===== src/rtl/dp_ram_ctrl.sv =====
// Dual-port RAM front end: port A serves instruction fetch, port B is arbitrated between LSU and
// debug. Optional macro DP_RAM_CTRL_RR_EN selects round-robin instead of fixed data>dbg priority.
module dp_ram_ctrl #(
    parameter int unsigned ADDR_WIDTH     = 8,
    parameter bit          CLEAR_ON_RESET = 1'b1
) (
    input  logic                  clk_i,
    input  logic                  rst_i,

    input  logic                  instr_req_i,
    input  logic [31:0]           instr_addr_i,
    output logic                  instr_gnt_o,
    output logic                  instr_rvalid_o,
    output logic [31:0]           instr_rdata_o,

    input  logic                  data_req_i,
    input  logic                  data_we_i,
    input  logic [3:0]            data_be_i,
    input  logic [31:0]           data_addr_i,
    input  logic [31:0]           data_wdata_i,
    output logic                  data_gnt_o,
    output logic                  data_rvalid_o,
    output logic [31:0]           data_rdata_o,

    input  logic                  dbg_req_i,
    input  logic                  dbg_we_i,
    input  logic [3:0]            dbg_be_i,
    input  logic [31:0]           dbg_addr_i,
    input  logic [31:0]           dbg_wdata_i,
    output logic                  dbg_gnt_o,
    output logic                  dbg_rvalid_o,
    output logic [31:0]           dbg_rdata_o,

    output logic                  ram_en_a_o,
    output logic                  ram_we_a_o,
    output logic [ADDR_WIDTH-1:0] ram_addr_a_o,
    output logic [31:0]           ram_wdata_a_o,
    output logic [3:0]            ram_be_a_o,
    input  logic [31:0]           ram_rdata_a_i,

    output logic                  ram_en_b_o,
    output logic                  ram_we_b_o,
    output logic [ADDR_WIDTH-1:0] ram_addr_b_o,
    output logic [31:0]           ram_wdata_b_o,
    output logic [3:0]            ram_be_b_o,
    input  logic [31:0]           ram_rdata_b_i,

    output logic                  init_done_o
);

    typedef enum logic [0:0] {StClear, StRun} state_e;

    state_e                state_q;
    logic [ADDR_WIDTH-1:0] cnt_q;
    logic                  init_done_q;
    logic                  instr_rvalid_q;
    logic                  data_rvalid_q;
    logic                  dbg_rvalid_q;

    logic run;
    logic instr_gnt;
    logic data_gnt;
    logic dbg_gnt;

    // Grants are suppressed in the reset cycle so nothing is accepted while state is reloaded.
    assign run       = (state_q == StRun) && !rst_i;
    assign instr_gnt = run && instr_req_i;

`ifdef DP_RAM_CTRL_RR_EN
    logic rr_dbg_q;  // 1: dbg wins the next contended cycle
    logic contended;
    assign contended = run && data_req_i && dbg_req_i;
`endif

    always_comb begin
        data_gnt = 1'b0;
        dbg_gnt  = 1'b0;
        if (run) begin
            if (data_req_i && dbg_req_i) begin
`ifdef DP_RAM_CTRL_RR_EN
                dbg_gnt  = rr_dbg_q;
                data_gnt = !rr_dbg_q;
`else
                data_gnt = 1'b1;
`endif
            end else begin
                data_gnt = data_req_i;
                dbg_gnt  = dbg_req_i;
            end
        end
    end

    always_comb begin
        ram_en_a_o    = 1'b0;
        ram_we_a_o    = 1'b0;
        ram_be_a_o    = 4'hF;
        ram_wdata_a_o = 32'h0;
        ram_addr_a_o  = instr_addr_i[ADDR_WIDTH+1:2];
        if (!rst_i && state_q == StClear) begin
            ram_en_a_o   = 1'b1;
            ram_we_a_o   = 1'b1;
            ram_addr_a_o = cnt_q;
        end else begin
            ram_en_a_o = instr_gnt;
        end
    end

    always_comb begin
        ram_en_b_o    = data_gnt || dbg_gnt;
        ram_we_b_o    = data_gnt && data_we_i;
        ram_be_b_o    = data_be_i;
        ram_wdata_b_o = data_wdata_i;
        ram_addr_b_o  = data_addr_i[ADDR_WIDTH+1:2];
        if (dbg_gnt) begin
            ram_we_b_o    = dbg_we_i;
            ram_be_b_o    = dbg_be_i;
            ram_wdata_b_o = dbg_wdata_i;
            ram_addr_b_o  = dbg_addr_i[ADDR_WIDTH+1:2];
        end
    end

    always_ff @(posedge clk_i) begin
        if (rst_i) begin
            state_q        <= CLEAR_ON_RESET ? StClear : StRun;
            cnt_q          <= '0;
            init_done_q    <= 1'b0;
            instr_rvalid_q <= 1'b0;
            data_rvalid_q  <= 1'b0;
            dbg_rvalid_q   <= 1'b0;
        end else begin
            instr_rvalid_q <= instr_gnt;
            data_rvalid_q  <= data_gnt;
            dbg_rvalid_q   <= dbg_gnt;
            unique case (state_q)
                StClear: begin
                    cnt_q <= cnt_q + 1'b1;
                    if (cnt_q == {ADDR_WIDTH{1'b1}}) begin
                        state_q     <= StRun;
                        init_done_q <= 1'b1;
                    end
                end
                StRun: begin
                    init_done_q <= 1'b1;
                end
                default: state_q <= StRun;
            endcase
        end
    end

`ifdef DP_RAM_CTRL_RR_EN
    always_ff @(posedge clk_i) begin
        if (rst_i) begin
            rr_dbg_q <= 1'b0;
        end else if (contended) begin
            rr_dbg_q <= data_gnt;
        end
    end
`endif

    assign instr_gnt_o    = instr_gnt;
    assign data_gnt_o     = data_gnt;
    assign dbg_gnt_o      = dbg_gnt;
    assign instr_rvalid_o = instr_rvalid_q;
    assign data_rvalid_o  = data_rvalid_q;
    assign dbg_rvalid_o   = dbg_rvalid_q;
    assign instr_rdata_o  = ram_rdata_a_i;
    assign data_rdata_o   = ram_rdata_b_i;
    assign dbg_rdata_o    = ram_rdata_b_i;
    assign init_done_o    = init_done_q;

    // Byte-offset and above-range address bits are intentionally dropped (addresses alias).
    logic unused_addr_bits;
    assign unused_addr_bits = ^{instr_addr_i[31:ADDR_WIDTH+2], instr_addr_i[1:0],
                                data_addr_i[31:ADDR_WIDTH+2], data_addr_i[1:0],
                                dbg_addr_i[31:ADDR_WIDTH+2], dbg_addr_i[1:0]};

endmodule


===== config.mk =====
export PLATFORM = sky130hd
export DESIGN_NAME = dp_ram_ctrl
export DESIGN_NICKNAME = d
export VERILOG_FILES = /design/src/rtl/dp_ram_ctrl.sv
export SDC_FILE = /design/constraint.sdc
export NUM_CORES = 1
export LEC_CHECK = 0
export CELL_PAD_IN_SITES_DETAIL_PLACEMENT = 1
export CELL_PAD_IN_SITES_GLOBAL_PLACEMENT = 2
export CORE_AREA = 2 2 170 172
export CTS_CLUSTER_SIZE = 25
export DETAILED_ROUTE_END_ITERATION = 10
export DIE_AREA = 0 0 172 174
export GPL_TIMING_DRIVEN = 0
export PLACE_DENSITY = 0.79
export SLEW_MARGIN = 20
export SYNTH_ARGS = -nofsm -noshare
export SYNTH_HDL_FRONTEND = slang
export SYNTH_SLANG_ARGS = --single-unit

===== constraint.sdc =====
create_clock -name clk_i -period 5.2 [get_ports clk_i]
set_clock_uncertainty 0.2 [all_clocks]
set_input_delay 1.56 -clock clk_i [delete_from_list [all_inputs] [get_ports clk_i]]
set_output_delay 1.56 -clock clk_i [all_outputs]
set_load 0.01 [all_outputs]

-- Word level (Yosys, flattened, before mapping)
Index checks and enable logic that the tools add are counted.
- $add $sub $neg: 1
- equality and inequality tests: 2
- mux-type cells: 15
- bitwise gates (word level): 1
- reductions and logical operators: 7
- operator list (cell ; number):
    $mux W32 ; 1
    $mux W8 ; 2
    $mux W1 ; 10
    $add A8 B1 Y8 const B ; 1
    $eq A8 B8 Y1 const B ; 1
    $logic_and A1 B1 Y1 ; 5
    $mux W4 ; 1
    $ne A2 B1 Y1 const B ; 1
    $pmux W1 S2 ; 1
    $logic_not A1 Y1 ; 1
    $logic_or A1 B1 Y1 ; 1
    $not A1 Y1 ; 1
- register bits after elaboration: 13
- input bits: 239
- output and inout port bits: 195
- logic and storage cells: 32

-- Depth between registers and ports, before layout
- depth after elaboration: 5
- gate-level depth with buffers: 5
- gate-level depth less buffers: 4

-- Least setup slack after synthesis
Ideal clock, no wire load.
- path type: input to output
- start point: in rst_i
- end point: out ram_addr_b_o[0]
- data arrival time: 2.533 ns
- required time: 3.440 ns
- slack: 0.907 ns
- cell stages on the path: 5
- buffers on the path: 2
- cells stage by stage: nor2b_2 and3b_1 buf_6 buf_6 mux2_4
- longest elaborated chain between the ends: 4
- ends and longest elaborated chain (item ; line ; RTL):
    start: declaration ; 8 ; input logic rst_i,
    $logic_not A1 Y1 ; 66 ; assign run = (state_q == StRun) && !rst_i;
    $logic_and A1 B1 Y1 ; 66 ;
    $mux W1 ; 78 ; if (run) begin
    via dbg_gnt_o ; 30 ; output logic dbg_gnt_o,
    $mux W8 ; 114 ; if (dbg_gnt) begin
    end: declaration ; 43 ; output logic [ADDR_WIDTH-1:0] ram_addr_b_o,
The timed path passes the listed nets, and every way through them passes these cells.

-- Final worst setup path
- start point: in data_req_i
- end point: out ram_wdata_b_o[19]
- longest elaborated chain between the ends: 4
- ends and longest elaborated chain (item ; line ; RTL):
    start: declaration ; 16 ; input logic data_req_i,
    $logic_and A1 B1 Y1 ; 79 ; if (data_req_i && dbg_req_i) begin
    $mux W1 ; 79 ;
    $mux W1 ; 78 ;
    $mux W32 ; 114 ;
    end: declaration ; 44 ; output logic [31:0] ram_wdata_b_o,
No other way between the ends.

==> flow_summary_export.csv <==
group,metric,value,unit
power,leakage,2.53,nW
timing,final-setup-viol-count,0,
timing,tns,0,ns
power,power.density,108,mW/mm²
clock_network,clock_path_buffers,2,
place,place_hpwl,10300,µm
timing,fmax,193,MHz
synthesis,synth-seq-cells,13,
setup_path,r2r_start,"state_q",
global_route,grt_max_degree,11,
synthesis,synthFlopType,"dfxtp_1",
floorplan,die_area,0.0299,mm²
clock_network,tritoncts,"yes",
clock_network,clock_latency,0.24,ns
setup_path,worstReg2RegEnd,"cnt_q[7]",
global_route,met1_usage,0.0730,
synthesis,syn_inst,250,
synthesis,yosysSeqAreaShare,0.112,
setup_path,crit_arrival,3.43,ns
timing,hold_ws,0.263,ns
route,dr.pass1.iters,4,
setup_path,critPathCaptureType,"output pin",
synthesis,syn_area,0.00233,mm²
route,avgRoutedWirePerCell,12.2,µm
floorplan,die_w,172,µm
route,via_count,2606,
finish,final_common_cell,"clkdlybuf4s50_1",
setup_path,startpoint_type,"input pin",
synthesis,synth_enable_flop_cells,0,
finish,final_cell_mix,"246 x clkdlybuf4s50_1, 140 x buf_4, 38 x mux2_4",
timing,slew_violations,0,
setup_path,crit_type,"in -> out",
finish,fin_nets,798,
route,drc_errors,0,
floorplan,placementRows,62,
place,place_area,0.00555,mm²
synthesis,netlist.area_leader.share,0.425,
synthesis,yosys_warnings,0,
synthesis,synth.avg_cell_area,9.33,µm²
floorplan,start_util,0.0826,
global_route,grt_util_met2,0.136,
timing,rsz0062_at_grt,"true",
clock_network,path_clk_slew,0.05,ns
timing,period_needed,5.19,ns
synthesis,yosysTopAreaCell,"buf_4",
hold_path,min_from,"init_done_o",
synthesis,yosys.cell_types.count,31,
synthesis,async_reset_ff_frac,0,
route,drt_iter0_drc,27,
setup_path,reg2reg_depth,4,
clock_network,numCtsBuffers,3,
floorplan,core,0.0282,mm²
finish,syn2layout_area_growth,146,%
global_route,antenna_found_initial,0,
timing,finalHoldViolCount,0,
clock_network,numClockSinks,13,
global_route,grt_pass1_vias,2665,
place,port-buffer-count,261,
route,routed_wl,11400,µm
hold_path,min_to,"init_done_o",
hold_path,min_path_type,"reg -> reg",
synthesis,synthTopCellsByArea,"buf_4 42%, mux2_4 24%, dfxtp_1 11%, mux2_2 6.8%, buf_6 2.4%",
clock_network,ctsHoldBuffers,0,
floorplan,io_pins,434,
clock_network,cts_root_buf,"clkbuf_16",
route,viasPerCell,2.77,
clock_network,cts_max_level,1,
setup_path,regToRegSetupSlack,3.61,ns
route,ant_nets,0,
power,power,620,µW
flow_run,cap_violations,0,
outcome,status,"complete, no violations",
power,irDropWorstVdd,0.0904,mV
setup_path,crit_required,3.44,ns
global_route,use_met3,0.0148,
global_route,grt_pass1_wl,15700,µm
global_route,grt.total_usage,0.0680,
finish,final_area,0.00574,mm²
floorplan,die_h,174,µm
global_route,busiest_layer,"met2",
place,gp_congestion,0.690,
global_route,gr-total-overflow,0,
finish,drive_above_1_share,0.366,
hold_path,hold_path_depth,2,
timing,fin_crit_sh,0.998,
finish,antenna_cells,0,
setup_path,crit_fanout,10,
worst max-delay path: stages:
cell	delay, ns
clkdlybuf4s50_1	0.46
and3b_1	0.25
buf_6	0.16
buf_8	0.18
mux2_4	0.33
clkdlybuf4s50_1	0.48
final cells by class:
class	instances	area, µm²
multi-input combinational	130	1140
sequential	13	260
clock buffer	4	78.8
inverter	2	7.51
tap	384	480
fill	3367	22500
timing repair buffer	269	2700
buffer	139	1070
sequential cells by signal, summed over array words and instances, names as in the netlist:
name,count
instr_rvalid_o,1
state_q,1
dbg_rvalid_o,1
init_done_o,1
cnt_q,8
data_rvalid_o,1
metrics by stage:
stage          setup WS [ns]  cells   util
5_1_grt              -0.0466    941  0.203
3_5_place_dp          -0.563    929  0.197
2_1_floorplan          0.907    284      -
6_report              0.0111    941  0.203
3_3_place_gp          -0.544    929  0.197
4_1_cts              -0.0145    939  0.202
worst max-delay path by stage:
stage                                   end  depth (start not counted)  slack, ns  startpoint
after floorplan             ram_addr_b_o[0]                          5       0.91       rst_i
after global placement      ram_addr_b_o[6]                          7      -0.54       rst_i
after detailed placement    ram_addr_b_o[6]                          7      -0.56       rst_i
after CTS                  ram_wdata_b_o[7]                          6      -0.01  data_req_i
after global routing      ram_wdata_b_o[19]                          6      -0.05  data_req_i
final                     ram_wdata_b_o[19]                          6       0.01  data_req_i
timing repair:
item	4_1_cts	5_1_grt
endpoints found under the hold margin	0	0
pin swaps	0	0
gates resized for setup	8	13
setup buffers	6	2
setup endpoints to repair	47	39
where the power goes:
part / total, mW / switching (mW) / internal, mW
Combinational: 0.365 / 0.109 / 0.255
Sequential: 0.105 / 0.00293 / 0.102
Clock: 0.150 / 0.0464 / 0.104
kinds of logic after synthesis:
family	after synthesis	synth area share
AOI/OAI and AO/OA	11	0.0295
xor gates and xnor gates	4	0.0150
adders and majority gates	1	0.00536
buffers and inverters	141	0.456
DFF	13	0.112
muxes	53	0.316
other	2	0.00322
and+or+nand+nor	25	0.0633
synthesized netlist by cell type (2+ instances only):
cell,instances
a21oi_1,5
buf_6,5
conb_1,2
inv_1,2
mux2_4,38
xor2_1,3
and3b_1,2
nand4b_1,2
nand2_1,2
or3_1,2
buf_4,132
nand3_1,2
dfxtp_1,13
mux2_2,14
and2_1,4
nor2_1,6
o21ai_0,2
per-layer routing:
layer  vias to the layer above  part of all wire
li1                       1268                 -
met5                         -                 0
met2                       155              0.54
met3                         4             0.099
met4                         0            0.0069
met1                      1179              0.35
Power figures use the tool's default switching activity.
